[src/rtl/core_status_handshake_tx.sv]
// core_status_handshake_tx
//
// Carries the core's final status (PC and exception bitmask) to the SoC.
// The SoC clock may be slower than the CPU clock, so the payload uses a
// 4-phase req/ack handshake:
//   - The payload is held stable while soc_req is high.
//   - The returning soc_ack passes through a 2-FF synchronizer.
//   - One event can be buffered while a handshake is in flight.
//
// Ports:
//   clk            in   CPU clock; all state updates on the rising edge
//   rst_n          in   synchronous, active-low reset
//   done_valid     in   single-cycle completion/trap event from the core
//   done_pc        in   PC of the event, valid with done_valid
//   done_exception in   exception bitmask of the event (0 = normal end)
//   soc_ack        in   acknowledge from the SoC domain (asynchronous)
//   soc_req        out  request; soc_pc/soc_exception are valid while high
//   soc_pc         out  transmitted PC, changes only at a launch
//   soc_exception  out  transmitted exception bitmask, changes only at a launch
//   tx_busy        out  handshake in flight or pending slot occupied
//   tx_overflow    out  sticky: an event was dropped (cleared by reset only)

`ifndef PC_WIDTH
`define PC_WIDTH 32
`endif
`ifndef EXCEPTION_NUM
`define EXCEPTION_NUM 8
`endif

module core_status_handshake_tx (
  input  logic                      clk,
  input  logic                      rst_n,
  input  logic                      done_valid,
  input  logic [`PC_WIDTH-1:0]      done_pc,
  input  logic [`EXCEPTION_NUM-1:0] done_exception,
  input  logic                      soc_ack,
  output logic                      soc_req,
  output logic [`PC_WIDTH-1:0]      soc_pc,
  output logic [`EXCEPTION_NUM-1:0] soc_exception,
  output logic                      tx_busy,
  output logic                      tx_overflow
);

  localparam int PW = `PC_WIDTH;
  localparam int EW = `EXCEPTION_NUM;

  typedef enum logic [1:0] {
    IDLE    = 2'd0,  // no request outstanding
    REQ     = 2'd1,  // soc_req high, waiting for ack_sync = 1
    RELEASE = 2'd2   // soc_req low, waiting for ack_sync = 0
  } state_t;

  state_t          state;
  state_t          state_nx;

  // Ack synchronizer. Only ack_sync is used by the control logic.
  logic            ack_ff1;
  logic            ack_sync;

  // One-entry pending slot.
  logic            pend_valid;
  logic [PW-1:0]   pend_pc;
  logic [EW-1:0]   pend_exc;

  logic            launch;
  logic            launch_pend;
  logic            launch_direct;
  logic            store_evt;
  logic            drop_evt;
  logic            pend_valid_nx;

  // ---------------------------------------------------------------------------
  // Next-state / event-routing decode.
  // ---------------------------------------------------------------------------
  // NOTE: every signal gets a default at the top of the block, so no path
  // through the case statement can leave one unassigned and infer a latch.
  always_comb begin
    launch        = 1'b0;
    launch_pend   = 1'b0;
    launch_direct = 1'b0;
    store_evt     = 1'b0;
    drop_evt      = 1'b0;
    pend_valid_nx = pend_valid;
    state_nx      = state;

    // A new request may start only once the previous ack has been seen low.
    // This also blocks a stale ack that is still high after reset.
    launch = ((state == IDLE) || (state == RELEASE)) && !ack_sync &&
             (pend_valid || done_valid);

    // The pending entry is older than a new event, so it goes out first.
    launch_pend   = launch && pend_valid;
    launch_direct = launch && !pend_valid;

    // An event that is not sent directly goes to the slot if the slot is
    // empty or is being emptied by this cycle's launch. Otherwise the newest
    // event is the one lost.
    if (done_valid && !launch_direct) begin
      if (!pend_valid || launch_pend) begin
        store_evt = 1'b1;
      end else begin
        drop_evt  = 1'b1;
      end
    end

    if (store_evt) begin
      pend_valid_nx = 1'b1;
    end else if (launch_pend) begin
      pend_valid_nx = 1'b0;
    end

    case (state)
      IDLE: begin
        if (launch) state_nx = REQ;
      end
      REQ: begin
        if (ack_sync) state_nx = RELEASE;
      end
      RELEASE: begin
        // From RELEASE a launch goes straight back to REQ.
        if (launch)         state_nx = REQ;
        else if (!ack_sync) state_nx = IDLE;
      end
      default: state_nx = IDLE;
    endcase
  end

  // ---------------------------------------------------------------------------
  // State and registered outputs.
  // ---------------------------------------------------------------------------
  // NOTE: sequential state uses non-blocking assignments only. Every register
  // then samples pre-edge values, independent of statement order.
  always_ff @(posedge clk) begin
    if (!rst_n) begin
      // NOTE: the payload and slot data registers are reset as well. The
      // outputs then show 0 after reset rather than stale contents. This
      // matters because soc_pc/soc_exception are observable even while
      // soc_req is low.
      state         <= IDLE;
      ack_ff1       <= 1'b0;
      ack_sync      <= 1'b0;
      pend_valid    <= 1'b0;
      pend_pc       <= '0;
      pend_exc      <= '0;
      soc_req       <= 1'b0;
      soc_pc        <= '0;
      soc_exception <= '0;
      tx_busy       <= 1'b0;
      tx_overflow   <= 1'b0;
    end else begin
      ack_ff1  <= soc_ack;
      ack_sync <= ack_ff1;

      state    <= state_nx;
      soc_req  <= (state_nx == REQ);

      // The payload changes only at a launch. It stays stable through REQ,
      // RELEASE and IDLE until the next one.
      if (launch) begin
        if (launch_pend) begin
          soc_pc        <= pend_pc;
          soc_exception <= pend_exc;
        end else begin
          soc_pc        <= done_pc;
          soc_exception <= done_exception;
        end
      end

      if (store_evt) begin
        pend_pc  <= done_pc;
        pend_exc <= done_exception;
      end
      pend_valid <= pend_valid_nx;

      if (drop_evt) tx_overflow <= 1'b1;

      tx_busy <= (state_nx != IDLE) || pend_valid_nx;
    end
  end

endmodule

[config.mk]
export PLATFORM = sky130hd
export DESIGN_NAME = core_status_handshake_tx
export DESIGN_NICKNAME = d
export VERILOG_FILES = /design/src/rtl/core_status_handshake_tx.sv
export SDC_FILE = /design/constraint.sdc
export NUM_CORES = 1
export LEC_CHECK = 0
export BUFFER_PORTS_ARGS = -buffer_cell sky130_fd_sc_hd__buf_2
export CAP_MARGIN = 10
export CORE_MARGIN = 10
export CORE_UTILIZATION = 35
export CTS_CLUSTER_DIAMETER = 80
export CTS_CLUSTER_SIZE = 8
export DETAILED_ROUTE_END_ITERATION = 12
export PLACE_DENSITY_LB_ADDON = 0.05
export SETUP_SLACK_MARGIN = 0.3
export SLEW_MARGIN = 40
export SYNTH_ARGS = -nofsm -noshare
export SYNTH_HDL_FRONTEND = slang
export SYNTH_SLANG_ARGS = --single-unit
[constraint.sdc]
create_clock -name clk -period 1.8 [get_ports clk]
set_clock_uncertainty 0.2 [all_clocks]
set_input_delay 0.09 -clock clk [delete_from_list [all_inputs] [get_ports clk]]
set_output_delay 0.09 -clock clk [all_outputs]
set_load 0.02 [all_outputs]
==> reports/results.ini, run 1 <==
[outcome]
outcome=finished with violations
failed_checks=hold timing

[global_route]
first_global_vias=3233
grt_start_max_net_pins=45
grt_first_pass_wirelength_um=16140
grt_use_met2=0.2142
grt.met1_usage=0.1621
grt_busiest_layer=met2
grt.met3_usage=0.03601
overflow=0
total_global_routing_track_utilization=0.1322
antenna_found_initial=0

[hold_path]
hold-path-cell-count=3
min_path_type=primary input to flop

[setup_path]
cp_slowest_cell=dfxtp_2
worst_setup_path_end_kind=flop
crit_path_start_kind=flop
timing.critical_path.slowest_cell_delay_ns=0.35
timing.critical_path.cells=buf_6 > nor2_4 > mux2i_4 > buf_12 > mux2i_1
worstPathMaxFanout=27
criticalPathCategory=flop to flop
worstPathArrival_ns=1.74
data_required_time_of_the_worst_path_ns=1.88
rr_worst_depth=5

[clocking]
clock_buffers_created_by_tritoncts=9
cts-hold-fix-buffers=43
numClockSinks=88
h-tree-depth=3
clock_tree.root_cell=clkbuf_8
worst_setup_hold_path_clk_slew_ns=0.09
cts_tree=yes
cts_buffer_depth=2
worst_skew_pair.late_latency_ns=0.36

[placed_design]
place.gp.congestion=0.7374
io_buffers=86
post-dp-hpwl_um=6328
dpl.cell_count=627

[final_layout]
layout-drive-gt1-share=0.2342
finish.net_count=594
flow.area_growth_from_synthesis_pct=32.57
instances_no_fill=691
antenna_cell_count=0

[power_and_ir_drop]
power.static_leakage_nw=2.143
power-per-cell-area_mw_per_mm2=863.6
vdd.ir_drop.worst_mv=0.3130

[drt]
vias_after_detailed_routing=3259
post_drt_wl_per_cell_um=14.59
postRouteAntennaNets=0
drt_pre_antenna_iters=4
avg_vias_per_cell=4.716
count_of_routing_violations_after_the_opening_detailed_route_iteration=168
post-route-drc-count=0
route.final.wire_length_um=10080

[logic_synthesis]
syn_area_mm2=0.003715
synthTopCellsByArea=dfxtp_1 47%, nand2_1 16%, mux2i_1 11%
synth_top_cell_area_share=0.4742
average_cell_area_after_synthesis_um2=8.679
netlist-cell-type-count=25
synth_cells=428
synth_sequential_area_ratio=0.4742
mappedNetlistNets=472
ys_seq_elements=88
synth_area_leader_cell=dfxtp_1
synth.yosys.warnings=0

[sta]
rsz0062_at_grt=yes
finalSetupTns_ns=0
relSlewSlack=0.6605
fin_crit_ns=1.659
final-setup-viol-count=0
achievable-frequency_ghz=0.6027
fin_crit_sh=0.9217
timing_worst_slew_pin_value_ns=0.5092
report.final.slew_viol_count=0
hold_slack_ns=-0.05552
timing.final.hold_violations=1

[floorplanning]
floorplan.core_area_mm2=0.01032
fp.dieW_um=123.0
rows=37
initial_utilization=0.3598
die_area_mm2=0.01514
io-pin-count=87
dieHeight_um=123.0

[flow_run]
timing.max_cap.violations=0

layout make-up:
class | count | area [um^2]
tap | 136 | 170.2
timing repair buffer | 148 | 1067
clock inverter | 5 | 31.28
multi-input combinational | 302 | 1733
sequential | 88 | 1768
fill | 1022 | 5399
clock buffer | 11 | 151.4
inverter | 1 | 3.754
flip-flops by register name, summed over array words and instances, names as in the netlist, 2 cells and up:
register       cells
soc_pc            32
pend_pc           32
state              2
soc_exception      8
pend_exc           8
worst max-delay path: cells and delay by family (launching register included):
kind / cells / cell delay (ns)
multiplexers: 2 / 0.51
buffers and inverters: 2 / 0.39
flip-flops: 1 / 0.35
AND/OR/NAND/NOR: 1 / 0.14
report_power, final:
| group | total [mW] | internal (mW) | switching [mW] |
|---|---|---|---|
| clock | 1.29 | 0.573 | 0.715 |
| sequential | 2.16 | 2.09 | 0.0731 |
| combinational | 0.806 | 0.364 | 0.442 |
synthesized netlist by cell type:
cell / count
buf_6: 5
buf_2: 9
dfxtp_1: 88
a2111oi_0: 2
mux2i_1: 40
a21oi_1: 2
buf_8: 4
o31a_4: 1
o22ai_1: 1
mux2i_4: 1
buf_1: 3
nand3b_1: 1
nand2_1: 162
nor2_2: 1
a22o_1: 40
inv_2: 1
o21a_1: 1
o21ai_0: 40
a31oi_1: 1
nor3_1: 2
nor2_1: 1
nand2b_1: 3
nor2_4: 1
clkbuf_1: 16
and2_1: 2
cells by family after synthesis:
kind of cell    count (synthesis)  synth area share
flops                          88            0.4742
compound gates                 88            0.1657
buf+inv                        38           0.06366
mux                            41            0.1138
simple gates                  173            0.1826
per-stage QoR:
stage                       util  instance area, um^2  power [mW]  worst slack [ns]
after CTS                 0.4716                 4868       4.295           0.08768
final                     0.4770                 4925       4.253            0.1409
after floorplan                -                 3727       2.693            0.2850
after global routing      0.4770                 4925       4.466           0.04701
after detailed placement  0.4081                 4213       2.908           0.08442
after global placement    0.4075                 4207       2.898          -0.04064
cells in the final DEF, fill, tap and decap left out, drive strengths merged:
| cell | instances |
|---|---|
| mux2i | 41 |
| clkbuf | 12 |
| nand3b | 1 |
| o22ai | 1 |
| a21oi | 2 |
| clkinv | 4 |
| inv | 1 |
| dlymetal6s4s | 1 |
| o21a | 1 |
| buf | 104 |
| nor3 | 2 |
| nor2 | 3 |
| dlygate4sd3 | 42 |
| dfxtp | 88 |
| nand2b | 3 |
| o31a | 1 |
| o21ai | 40 |
| a31oi | 1 |
| and2 | 2 |
| a22o | 40 |
| clkinvlp | 1 |
| a2111oi | 2 |
| nand2 | 162 |
timing repair:
action,in CTS,in global routing
pin swaps,1,1
cloned,0,1
setup endpoints to repair,82,83
endpoints found under the hold margin,85,1
buffers inserted,3,1
resized for setup,5,8
metal layers:
metal  share of wire  wire (um)  vias to the layer above
met4           0.019        187                        0
li1                -          -                     1685
met1            0.47       4701                     1492
met3           0.061        619                       12
met5               0          0                        -
met2            0.45       4570                       70
worst paths after layout:
path,slack [ns],to,from
hold / removal,-0.06,pend_valid,done_valid
setup reg to reg,0.14,pend_pc[25],ack_sync
hold reg to reg,0.26,pend_exc[5],pend_exc[5]
setup / recovery,0.14,pend_pc[25],ack_sync
Note: power is estimated with default switching activity, not from simulation.
==> run 2, diff against run 1 <==
CAP_MARGIN = not set   (was 10)
CORE_ASPECT_RATIO = 0.5   (was not set)
clock period = 1.6 ns   (was 1.8 ns; I/O delays follow)
==> run 2 against run 1 <==
The flow still finishes with violations (hold timing). Global-route usage down 0.25 points. Final area up 4.1%. Sequential cell count unchanged. Via count down 0.64%. Critical path depth unchanged. Cell count up 0.87%. Count of clock-buffer cells in the layout up 1. Combinational power up 19%. Largest power group unchanged. Highest routed layer unchanged.
==> reports/results.ini, run 2 (same netlist as run 1, synthesis figures left out) <==
[sta]
timing_worst_slew_pin_value_ns=0.5702  ; +0.06102 ns
fin_crit_sh=0.9714  ; +0.04968
final-setup-viol-count=0  ; unchanged
timing.final.hold_violations=2  ; +1
report.final.slew_viol_count=0  ; unchanged
fin_crit_ns=1.554  ; -0.1049 ns
achievable-frequency_ghz=0.6434  ; +6.7%
rsz0062_at_grt=yes
relSlewSlack=0.6199  ; -0.04068
hold_slack_ns=-0.03343  ; +0.02209 ns

[final_layout]
register_area_mm2=0.001770  ; +0.14%
layout-drive-gt1-share=0.2406  ; +0.006340
finalInstanceArea_mm2=0.005126  ; +4.1%
flow.area_growth_from_synthesis_pct=37.99
multiInputGateArea_mm2=0.001763  ; +1.7%
final_cell_mix=162 x nand2_1, 86 x buf_2, 85 x dfxtp_1
finalCoreUtilization=0.4987  ; +0.02163
layout_top_registers=pend_pc: 32 flops, soc_pc: 32 flops
nFillCells=1028  ; +0.59%
antenna_cell_count=0  ; unchanged
finish.net_count=597  ; +0.51%
mostFrequentLayoutCell=nand2_1

[setup_path]
critPathLaunch=state[0]
crit_end=pend_pc[13]
r2r_start=state[0]
regToRegEndpoint=pend_pc[13]
worstPathMaxFanout=6  ; -78%
rr_worst_depth=5  ; unchanged
worstPathArrival_ns=1.61  ; -0.13 ns
criticalPathCategory=flop to flop
worst_setup_path_end_kind=flop
reg2reg_setup_slack_ns=0.05  ; -0.10 ns
data_required_time_of_the_worst_path_ns=1.66  ; -0.22 ns
crit_path_start_kind=flop

[clocking]
cts-hold-fix-buffers=42  ; -2.3%
clock_tree.root_cell=clkbuf_16
cts_tree=yes
h-tree-depth=3  ; unchanged
worst_setup_hold_path_clk_slew_ns=0.06  ; -0.03 ns
worst_skew_pair.late_latency_ns=0.33  ; -0.03 ns
clock_buffers_created_by_tritoncts=9  ; unchanged
numClockSinks=88  ; unchanged
cts_buffer_depth=2  ; unchanged

[placed_design]
postPlaceCellArea_mm2=0.004244  ; +0.74%
place.gp.congestion=0.7296  ; -1.1%
post-dp-hpwl_um=6374  ; +0.73%
io_buffers=86  ; unchanged

[drt]
drt_pre_antenna_iters=6  ; +2
post_drt_wl_per_cell_um=14.48  ; -0.75%
avg_vias_per_cell=4.646  ; -1.5%
route.final.wire_length_um=10090  ; +0.11%
postRouteAntennaNets=0  ; unchanged
vias_after_detailed_routing=3238  ; -0.64%
count_of_routing_violations_after_the_opening_detailed_route_iteration=173  ; +3.0%
post-route-drc-count=0  ; unchanged

[global_route]
overflow=0  ; unchanged
first_global_vias=3294  ; +1.9%
grt_first_pass_wirelength_um=16730  ; +3.7%
grt_start_max_net_pins=57  ; +27%
antenna_found_initial=0  ; unchanged
total_global_routing_track_utilization=0.1297  ; -0.002533

[outcome]
outcome=finished with violations
failed_checks=hold timing

[flow_run]
timing.max_cap.violations=0  ; unchanged

[power_and_ir_drop]
power-per-cell-area_mw_per_mm2=1064  ; +23%
internal_power_mw=4.040  ; +34%
power.share.switching=0.2593  ; -0.02989
pwr-share-seq=0.446  ; -0.062
power.share.clock=0.378  ; +0.075
vdd.ir_drop.worst_mv=0.5189  ; +66%
power.static_leakage_nw=2.212  ; +3.2%
power.net_switching_mw=1.414  ; +15%
combPwrFrac=0.176  ; -0.013

[hold_path]
min_path_type=primary input to flop

[floorplanning]
rows=26  ; -30%
initial_utilization=0.3614  ; +0.001533
fp.dieW_um=165.7  ; +35%
floorplan.core_area_mm2=0.01028  ; -0.42%
die_area_mm2=0.01538  ; +1.6%
io-pin-count=87  ; unchanged
dieHeight_um=92.85  ; -25%

## run 2: changes by cell type in the layout (fill, tap and decap cells not counted), moves of 2 or more
cell       change
buf_16         +2
clkbuf_16      +9
buf_4          +2
clkbuf_8      -10
clkbuf_1       +2
a2111oi_0      -2
clkinv_2       -2
## run 2: per-stage QoR
| stage | setup TNS [ns] | worst slack, ns | instances | total power, mW |
|---|---|---|---|---|
| after floorplan | 0 | 0.08553 | 428 | 3.034 |
| after global placement | 0 | 0.02686 | 633 | 3.278 |
| after detailed placement | -0.01001 | -0.005829 | 633 | 3.281 |
| after CTS | 0 | 0.04781 | 696 | 5.512 |
| after global routing | -0.2426 | -0.03105 | 697 | 5.745 |
| final | 0 | 0.04579 | 697 | 5.454 |
## run 2: cell type report
cell class / count / area share
clock buffer: 12 / 0.04808
clock inverter: 3 / 0.008299
sequential: 88 / 0.3454
inverter: 1 / 0.0007322
multi-input combinational: 302 / 0.3439
timing repair buffer: 151 / 0.2194
tap: 140 / 0.03417
## run 2: how the worst min path moves through the flow
| stage | from | to | cells after the start |
|---|---|---|---|
| 2_1_floorplan | soc_ack | ack_ff1 | 1 |
| 3_3_place_gp | soc_ack | ack_ff1 | 2 |
| 3_5_place_dp | soc_ack | ack_ff1 | 2 |
| 4_1_cts | done_valid | tx_busy | 3 |
| 5_1_grt | done_valid | tx_busy | 3 |
| 6_report | done_valid | tx_busy | 3 |
## run 2: per-layer routing
layer	routed length [um]	up-vias	track usage
met5	0	-	0
met2	4287	63	0.2036
met1	5212	1476	0.1676
met3	550	7	0.04682
li1	-	1692	-
met4	39	0	0.02859
## run 2: worst max-delay path: stages (launching register included)
cell and delay, ns:
dfxtp_4 0.37, nor2_4 0.14, mux2i_4 0.26, buf_4 0.17, clkbuf_16 0.16, mux2i_1 0.18
## run 2: power groups by stage
stage | registers [mW] | clock network (mW) | logic, mW
2_1_floorplan | 2.56 | 0 | 0.476
3_3_place_gp | 2.48 | 0 | 0.798
3_5_place_dp | 2.48 | 0 | 0.804
4_1_cts | 2.43 | 2.14 | 0.946
5_1_grt | 2.45 | 2.23 | 1.06
6_report | 2.43 | 2.06 | 0.962
## run 2: timing repair
item	4_1_cts	5_1_grt
pin swaps	3	1
gates cloned	2	1
endpoints found under the hold margin	81	1
buffers inserted	4	0
resized for setup	10	8
setup endpoints to repair	82	82
==> run 3, diff against run 2 <==
ABC_AREA = 1   (was not set)
==> run 3 against run 2 <==
The run now ends clean. Sequential share of layout area is 9.0 points lower. Die area up 8.9%. Setup slack worse by 0.034 ns. Combinational power increased by 100%. Total power grew 22%. Core utilization rose by 12 points. Clock power is 4% higher. Final area grew 35%. Sequential cell count unchanged. Critical endpoint is now pend_pc[18].
==> reports/results.ini, run 3 <==
[placed_design]
io_buffers=86  ; unchanged
postPlaceCellArea_mm2=0.004813  ; +13%
place.gp.congestion=0.7384  ; +1.2%
post-dp-hpwl_um=7572  ; +19%

[clocking]
cts_buffer_depth=2  ; unchanged
h-tree-depth=3  ; unchanged
cts_tree=yes
clock_buffers_created_by_tritoncts=9  ; unchanged
worst_setup_hold_path_clk_slew_ns=0.07  ; about the same
clock_tree.root_cell=clkbuf_16
numClockSinks=88  ; unchanged
worst_skew_pair.late_latency_ns=0.34  ; about the same

[sta]
rsz0062_at_grt=yes
achievable-frequency_ghz=0.6297  ; -2.1%
timing_worst_slew_pin_value_ns=0.5049  ; -0.06526 ns
final-setup-viol-count=0  ; unchanged
report.final.slew_viol_count=0  ; unchanged
relSlewSlack=0.6634  ; +0.04350
fin_crit_sh=0.9925  ; +0.02111
hold_slack_ns=0.01591  ; +0.04935 ns
finalSetupTns_ns=0  ; unchanged
timing.final.hold_violations=0  ; -2
fin_crit_ns=1.588  ; +0.03377 ns

[logic_synthesis]
asyncSetResetFlopFracSynth=0  ; unchanged
synth_area_leader_cell=dfxtp_1
netlist-cell-type-count=17  ; -32%
yosys_most_used_dff=dfxtp_1
synth_common_cells=125 x nand2_1, 122 x nand3_1, 88 x dfxtp_1
average_cell_area_after_synthesis_um2=6.753  ; -22%
synth-edff-count=0  ; unchanged
yosys.cell_count.top_type=nand2_1
mappedNetlistNets=653  ; +38%
synth.yosys.warnings=0  ; unchanged
synth_top_cell_area_share=0.4284  ; -0.04588
synth_cells=609  ; +42%
synthTopCellsByArea=dfxtp_1 43%, nand3_1 15%, nand2_1 11%
ys_seq_elements=88  ; unchanged
synth_sequential_area_ratio=0.4284  ; -0.04588
syn_area_mm2=0.004113  ; +11%

[hold_path]
min_path_type=primary input to flop

[setup_path]
path_buf_inv=3  ; +1
worstPathMaxFanout=11  ; +5
timing.critical_path.cells=nor2_4 > buf_12 > a21oi_4 > buf_12 > clkbuf_16 > a21oi_2 > nor2_1
worst_setup_path_end_kind=flop
data_required_time_of_the_worst_path_ns=1.66  ; about the same
crit_path_start_kind=flop
crit_path_frequent_cell=buf_12
worstPathArrival_ns=1.64  ; +0.03 ns
criticalPathCategory=flop to flop
path_delay_family=buffers and inverters
cp_slowest_cell=dfxtp_4
timing.critical_path.slowest_cell_delay_ns=0.37  ; about the same

[drt]
postRouteAntennaNets=0  ; unchanged
route.final.wire_length_um=15770  ; +56%
drt_pre_antenna_iters=7  ; +1
vias_after_detailed_routing=4575  ; +41%
post_drt_wl_per_cell_um=17.24  ; +19%
avg_vias_per_cell=5.000  ; +7.6%
post-route-drc-count=0  ; unchanged
count_of_routing_violations_after_the_opening_detailed_route_iteration=265  ; +53%

[power_and_ir_drop]
design_power_total_mw=6.633  ; +22%
power.static_leakage_nw=3.647  ; +65%
vdd.ir_drop.worst_mv=0.4990  ; -3.8%
power-per-cell-area_mw_per_mm2=957.9  ; -10%

[global_route]
first_global_vias=4143  ; +26%
overflow=0  ; unchanged
total_global_routing_track_utilization=0.1525  ; +0.02281
grt_start_max_net_pins=45  ; -21%
grt_first_pass_wirelength_um=21520  ; +29%
antenna_found_initial=0  ; unchanged

[final_layout]
finalCoreUtilization=0.6155  ; +0.1168
finish.net_count=796  ; +33%
antenna_cell_count=0  ; unchanged
flow.area_growth_from_synthesis_pct=68.36
final_cell_mix=86 x inv_1, 86 x buf_2, 85 x nand2_1, 85 x dfxtp_1, 62 x nand3_2
finalInstanceArea_mm2=0.006924  ; +35%
layout_top_registers=pend_pc: 32 flops, soc_pc: 32 flops
layout-drive-gt1-share=0.3836  ; +0.1430

[floorplanning]
io-pin-count=87  ; unchanged
floorplan.core_area_mm2=0.01125  ; +9.4%
initial_utilization=0.3656  ; +0.004220
rows=27  ; +3.8%
dieHeight_um=96.65  ; +4.1%
fp.dieW_um=173.3  ; +4.6%
die_area_mm2=0.01675  ; +8.9%

[outcome]
outcome=completed

[flow_run]
timing.max_cap.violations=0  ; unchanged

## run 3: cell count changes after synthesis, moves of 37 or more
cell / before / now
nand2_1: 162 / 125
nand3_1: 0 / 122
nand4_1: 0 / 40
mux2i_1: 40 / 0
a21oi_1: 2 / 44
nor2_1: 1 / 44
o21ai_0: 40 / 0
a22o_1: 40 / 0
inv_1: 0 / 86
## run 3: cells by family (layout without fill, tap and decap cells)
group	Yosys count	count (layout)	share of synthesized area
DFF	88	88	0.4284
AOI/OAI and AO/OA	46	46	0.05933
and+or+nand+nor	335	335	0.3699
buffers and inverters	140	287	0.1424
## run 3: metrics by stage
step           worst slack, ns  std cells
6_report               0.01202        915
3_5_place_dp           0.04165        824
3_3_place_gp           0.06009        824
5_1_grt               -0.03655        915
4_1_cts                0.07714        894
2_1_floorplan           0.2402        609
## run 3: path summary, 6_finish.rpt
check,slack (ns),start,cells after the start,endpoint
max,0.01,ack_sync,7,pend_pc[18]
min,0.02,rst_n,4,ack_sync
max reg2reg,0.01,ack_sync,7,pend_pc[18]
min reg2reg,0.22,ack_ff1,2,ack_sync
## run 3: report_power, final
part / total [mW] / internal, mW / switching [mW]
Clock: 2.15 / 1.24 / 0.911
Sequential: 2.53 / 2.39 / 0.139
Combinational: 1.95 / 0.912 / 1.04
## run 3: worst min-delay path, cell delays in order
cell and delay, ns:
buf_2 0.16, buf_4 0.19, nand2_1 0.06, inv_1 0.03
## run 3: final cells by class
type / count / area (um^2)
clock buffer: 10 / 239.0
clock inverter: 5 / 57.56
fill: 1013 / 4325
inverter: 88 / 340.3
multi-input combinational: 381 / 2436
sequential: 88 / 1770
tap: 159 / 198.9
timing repair buffer: 184 / 1882
## run 3: routing by layer
metal / global-route usage / routed length (um) / up-vias
met1: 0.2050 / 7605 / 2200
met5: 0 / 0 / -
met4: 0.03070 / 64 / 0
li1: - / - / 2253
met3: 0.04334 / 756 / 6
met2: 0.2378 / 7347 / 116
## run 3: repair_timing
action	CTS	global route
setup endpoints to repair	85	85
hold buffers	44	1
pin swaps	1	17
resized for setup	34	144
setup buffers	5	3
gates cloned	6	17
hold endpoints to repair	87	1
